## src/rtl/n101_uartrx_fifo_if.sv

```systemverilog
// Bus-side bundle for the UART receive FIFO: enqueue pulse from the receiver,
// ready/valid dequeue port, watermark, flush and overflow status.
interface n101_uartrx_fifo_if #(
  parameter int AW = 3
);
  logic          io_enq_valid;
  logic [7:0]    io_enq_bits;
  logic          io_deq_ready;
  logic          io_deq_valid;
  logic [7:0]    io_deq_bits;
  logic [AW:0]   io_count;
  logic [AW-1:0] io_rxcnt;
  logic          io_ip;
  logic          io_flush;
  logic          io_ovf;
  logic          io_ovf_clr;

  // Receiver/consumer side: drives requests, observes FIFO status
  modport master (
    output io_enq_valid, io_enq_bits, io_deq_ready, io_rxcnt, io_flush, io_ovf_clr,
    input  io_deq_valid, io_deq_bits, io_count, io_ip, io_ovf
  );

  // FIFO side
  modport slave (
    input  io_enq_valid, io_enq_bits, io_deq_ready, io_rxcnt, io_flush, io_ovf_clr,
    output io_deq_valid, io_deq_bits, io_count, io_ip, io_ovf
  );
endinterface

```

## src/rtl/n101_uartrx_fifo.sv

```systemverilog
// Receive byte FIFO behind the UART receiver. The receiver cannot be stalled,
// so a byte arriving while full (with no pop) is dropped and flagged in a
// sticky overflow bit. Head data is read combinationally from registered state.
module n101_uartrx_fifo #(
  parameter int AW = 3
) (
  input  logic            clock,
  input  logic            reset,
  n101_uartrx_fifo_if.slave bus
);
  localparam int          DEPTH  = 1 << AW;
  localparam logic [AW:0] FULL_C = (AW+1)'(DEPTH);
  localparam logic [AW:0] ONE_C  = (AW+1)'(1);
  localparam logic [AW-1:0] PINC_C = AW'(1);

  logic [7:0]    mem_q [DEPTH];
  logic [AW-1:0] wptr_q, wptr_d;
  logic [AW-1:0] rptr_q, rptr_d;
  logic [AW:0]   count_q, count_d;
  logic          ovf_q, ovf_d;

  logic empty_s, full_s, enq_s, deq_s, ovf_evt_s;

  // Per-cycle enqueue/dequeue/overflow events
  always_comb begin
    empty_s   = (count_q == '0);
    full_s    = (count_q == FULL_C);
    deq_s     = bus.io_deq_ready & ~empty_s;
    enq_s     = bus.io_enq_valid & (~full_s | deq_s);
    // A flushed cycle discards its byte without counting it as an overflow
    ovf_evt_s = bus.io_enq_valid & full_s & ~deq_s & ~bus.io_flush;
  end

  // Next-state for pointers, occupancy and the sticky overflow flag
  always_comb begin
    wptr_d  = wptr_q;
    rptr_d  = rptr_q;
    count_d = count_q;
    if (bus.io_flush) begin
      wptr_d  = '0;
      rptr_d  = '0;
      count_d = '0;
    end else begin
      if (enq_s) begin
        wptr_d = wptr_q + PINC_C;
      end else begin
        wptr_d = wptr_q;
      end
      if (deq_s) begin
        rptr_d = rptr_q + PINC_C;
      end else begin
        rptr_d = rptr_q;
      end
      case ({enq_s, deq_s})
        2'b10:   count_d = count_q + ONE_C;
        2'b01:   count_d = count_q - ONE_C;
        default: count_d = count_q;
      endcase
    end
    // Set wins over clear so a same-cycle overflow is never lost
    if (ovf_evt_s) begin
      ovf_d = 1'b1;
    end else if (bus.io_ovf_clr) begin
      ovf_d = 1'b0;
    end else begin
      ovf_d = ovf_q;
    end
  end

  // Control state register with asynchronous reset
  always_ff @(posedge clock or posedge reset) begin
    if (reset) begin
      wptr_q  <= '0;
      rptr_q  <= '0;
      count_q <= '0;
      ovf_q   <= 1'b0;
    end else begin
      wptr_q  <= wptr_d;
      rptr_q  <= rptr_d;
      count_q <= count_d;
      ovf_q   <= ovf_d;
    end
  end

  // Storage write; contents are intentionally not reset
  always_ff @(posedge clock) begin
    if (enq_s && !bus.io_flush) begin
      mem_q[wptr_q] <= bus.io_enq_bits;
    end
  end

  assign bus.io_deq_valid = ~empty_s;
  assign bus.io_deq_bits  = empty_s ? 8'h00 : mem_q[rptr_q];
  assign bus.io_count     = count_q;
  assign bus.io_ip        = (count_q > {1'b0, bus.io_rxcnt});
  assign bus.io_ovf       = ovf_q;
endmodule
```

## src/flat_wrapper.sv

```systemverilog
// flat-port wrapper written by rule: the top's interface ports become plain ports
module n101_uartrx_fifo_flat 
#(
  parameter int AW = 3
)
  (clock, reset, bus_io_enq_valid, bus_io_enq_bits, bus_io_deq_ready, bus_io_rxcnt, bus_io_flush, bus_io_ovf_clr, bus_io_deq_valid, bus_io_deq_bits, bus_io_count, bus_io_ip, bus_io_ovf);
  n101_uartrx_fifo_if #(.AW(AW)) bus_i ();
  input  logic clock;
  input  logic reset;
  input wire logic [$bits(bus_i.io_enq_valid)-1:0] bus_io_enq_valid;
  input wire logic [$bits(bus_i.io_enq_bits)-1:0] bus_io_enq_bits;
  input wire logic [$bits(bus_i.io_deq_ready)-1:0] bus_io_deq_ready;
  input wire logic [$bits(bus_i.io_rxcnt)-1:0] bus_io_rxcnt;
  input wire logic [$bits(bus_i.io_flush)-1:0] bus_io_flush;
  input wire logic [$bits(bus_i.io_ovf_clr)-1:0] bus_io_ovf_clr;
  output wire logic [$bits(bus_i.io_deq_valid)-1:0] bus_io_deq_valid;
  output wire logic [$bits(bus_i.io_deq_bits)-1:0] bus_io_deq_bits;
  output wire logic [$bits(bus_i.io_count)-1:0] bus_io_count;
  output wire logic [$bits(bus_i.io_ip)-1:0] bus_io_ip;
  output wire logic [$bits(bus_i.io_ovf)-1:0] bus_io_ovf;
  assign bus_i.io_enq_valid = bus_io_enq_valid;
  assign bus_i.io_enq_bits = bus_io_enq_bits;
  assign bus_i.io_deq_ready = bus_io_deq_ready;
  assign bus_i.io_rxcnt = bus_io_rxcnt;
  assign bus_i.io_flush = bus_io_flush;
  assign bus_i.io_ovf_clr = bus_io_ovf_clr;
  assign bus_io_deq_valid = bus_i.io_deq_valid;
  assign bus_io_deq_bits = bus_i.io_deq_bits;
  assign bus_io_count = bus_i.io_count;
  assign bus_io_ip = bus_i.io_ip;
  assign bus_io_ovf = bus_i.io_ovf;
  n101_uartrx_fifo #(.AW(AW)) u_core (.clock(clock), .reset(reset), .bus(bus_i));
endmodule
```

## config.mk

```make
export PLATFORM = sky130hd
export DESIGN_NAME = n101_uartrx_fifo_flat
export DESIGN_NICKNAME = d
export VERILOG_FILES = /design/src/rtl/n101_uartrx_fifo_if.sv /design/src/rtl/n101_uartrx_fifo.sv /design/src/flat_wrapper.sv
export SDC_FILE = /design/constraint.sdc
export NUM_CORES = 1
export LEC_CHECK = 0
export CAP_MARGIN = 20
export CORE_ASPECT_RATIO = 0.9
export CORE_MARGIN = 3
export CORE_UTILIZATION = 53
export CTS_BUF_LIST = sky130_fd_sc_hd__clkbuf_8
export DETAILED_ROUTE_END_ITERATION = 10
export GPL_TIMING_DRIVEN = 0
export PLACE_DENSITY = 0.9
export SETUP_SLACK_MARGIN = 0.4
export SLEW_MARGIN = 20
export SYNTH_ARGS = -nofsm -noshare
export SYNTH_HDL_FRONTEND = slang
export SYNTH_SLANG_ARGS = --single-unit
```

## constraint.sdc

```tcl
create_clock -name clock -period 2.3 [get_ports clock]
set_clock_uncertainty 0.2 [all_clocks]
set_input_delay 0.575 -clock clock [delete_from_list [all_inputs] [get_ports clock]]
set_output_delay 0.575 -clock clock [all_outputs]
set_load 0.03 [all_outputs]
```

==> reports/results.ini <==
[route]
wl_per_cell_um = 25.3
drtIter0Drc = 269
dr_total_vias = 2232
drc = 0
totalWireLength_mm = 9.04
drtPass1Iterations = 5
avgViaCountPerCell = 6.23
ant_nets = 0

[timing]
hold_ws_ns = 0.325
drv_slew = 0
rsz0062_at_grt = yes
worstMarginPinSlew_ns = 0.767
min_period_over_period = 1.19
relSlewSlack = 0.488
worst_slack_ns = -0.447
fmax_mhz = 364
finalSetupViolations = 22
hold_viol_final = 0
period_minus_slack_ns = 2.75

[logic_synthesis]
synth_nets = 223
yosysSeqAreaShare = 0.667
synth_edf_count = 64
yosysMostFrequentCell = edfxtp_1
synth_top_area_frac = 0.584
synth_top_area_cell = edfxtp_1
yosys_warnings = 0
ys_ff_latch = 75
syn_avg_cell_area_um2 = 16.5
yosysUniqueCellTypes = 42
synth_ff_type = edfxtp_1
syn_inst = 199
synth_common_cells = edfxtp_1 (64), nor2_1 (21), mux4_2 (16)
syn-cell-area_um2 = 3290
synthTopCellsByArea = edfxtp_1 (58%), mux4_2 (11%), dfrtp_1 (8.4%)
async_flop_share = 0.147

[die]
pin_count = 32
start_util = 0.562
fp.dieH_um = 80.8
die-area_um2 = 7200
die_w_um = 89.1
row_count = 26
coreArea_um2 = 5860

[global_route]
gr-total-overflow = 0
grt_start_max_net_pins = 14
grt_pass1_vias = 2236
gr-usage-all-layers = 0.253
antenna_found_initial = 0
grt_pass1_wl_mm = 12.7

[critical_path]
crit-reg2reg-launch = u_core.bus.io_count[1]$_DFFE_PP0P_
critPathSlowestCell = mux4_2
end_kind = primary output
path_max_fanout = 5
crit_top_cell = buf_6
cp.required_ns = 1.52
crit_start = u_core.rptr_q[0]$_DFFE_PP0P_
worstSetupStartpointType = register
r2r_cells = 8
cp_cell_sequence = buf_6, buf_12, mux4_2, mux2i_1, nor2_2, buf_6
crit_path_max_incr_delay_ns = 0.51
worstPathArrival_ns = 1.97
crit_type = reg2out

[final_layout]
syn_to_final_growth_pct = 41.9
layout.nets = 307
fin_area_um2 = 4670
fillCellCount = 285
multi_input_area_um2 = 1240
fin_util = 0.798
drive_above_1_share = 0.507
diodes = 0
seq_area_um2 = 2200

[clock_tree]
numCtsBuffers = 9
clk_path_buf_depth = 2
cts-root-buf = clkbuf_8
cts_tree = built
cts_sinks = 75
clkLatencyLatePin_ns = 0.35
h-tree-depth = 3
clk_pin_slew_ns = 0.09

[pwr]
p_leak_nw = 1.67
power_per_cell_area_nw_per_um2 = 1140
power_w = 0.00535
ir_drop_mv = 0.816

[run]
drv_cap = 0

[worst_hold_path]
hold_depth = 2
worstHoldStart = u_core.bus.io_ovf$_DFFE_PP0P_
hold_class = reg2reg

[run_status]
violations = negative setup slack
status = complete, but fails checks

[placement]
routabilityCongestion = 0.754
port_buffers = 30
placed_area_um2 = 3820
place_hpwl_mm = 4.29

## stage by stage
step | TNS (ns) | instances | setup WS (ns)
after floorplan | -0.268 | 199 | -0.268
after global placement | -32.41 | 299 | -1.02
after detailed placement | -36.01 | 299 | -1.03
after CTS | -2.92 | 352 | -0.356
after global routing | -4.97 | 358 | -0.475
final | -3.83 | 358 | -0.447
## where the power goes
part | internal, W | switching (W)
clock | 0.000610 | 0.000533
sequential | 0.00155 | 0.0000733
combinational | 0.00127 | 0.00131
## cells by family after synthesis
logic type / share of synthesized area
buffers and inverters: 0.0262
AO/OA/AOI/OAI: 0.0441
flip-flops: 0.667
adder cells (fa/ha/maj): 0.0266
AND/OR/NAND/NOR: 0.0794
multiplexers: 0.143
XOR/XNOR: 0.0133
## final timing paths
check | endpoint | slack [ns]
max | bus_io_deq_bits[2] | -0.45
min | u_core.bus.io_ovf$_DFFE_PP0P_ | 0.33
max reg2reg | u_core.bus.io_count[3]$_DFFE_PP0P_ | -0.17
min reg2reg | u_core.bus.io_ovf$_DFFE_PP0P_ | 0.33
max in group asynchronous | u_core.bus.io_count[1]$_DFFE_PP0P_ | 1.10
min in group asynchronous | u_core.wptr_q[1]$_DFFE_PP0P_ | 0.40
## sequential cells by signal, summed over array words and instances (netlist names)
register,cells
u_core.mem_q,64
u_core.rptr_q,3
u_core.bus.io_count,4
u_core.wptr_q,3
u_core.bus.io_ovf,1
## worst max-delay path, delay by kind of cell (launching register included)
kind	cells	cell delay [ns]
buffers and inverters	3	0.43
DFF	1	0.41
muxes	2	0.71
and+or+nand+nor	1	0.07
## per-layer routing
metal / global-route usage / share of wire / vias to the layer above
met5: 0 / 0 / -
met2: 0.394 / 0.50 / 127
met3: 0.0639 / 0.071 / 19
li1: - / - / 937
met1: 0.351 / 0.40 / 1149
met4: 0.0878 / 0.023 / 0
## what timing repair did
action                     CTS  global route
pin swaps                   23            18
hold endpoints to repair     0             0
hold buffers                 0             0
resized for setup          132            19
buffers inserted            36             6
setup endpoints to repair   87            86
gates cloned                 1             0
## cell usage in the layout (no fill, tap or decap), types with 5 or more instances in the layout
cell type and count:
mux2i_1 10, buf_12 7, buf_6 30, mux4_2 16, dfrtp_1 7, clkbuf_8 9, clkdlybuf4s50_1 11, nor2_1 7
buf_4 21, nor2_4 5, edfxtp_1 64, nor2_2 9
## final cells by class
type,count,area share
Buffer,11,0.0249
Sequential cell,75,0.471
Timing Repair Buffer,73,0.165
Clock inverter,7,0.0193
Tap cell,70,0.0187
Clock buffer,9,0.0265
Inverter,7,0.00883
Multi-Input combinational cell,106,0.266
Power figures use the tool's default switching activity.
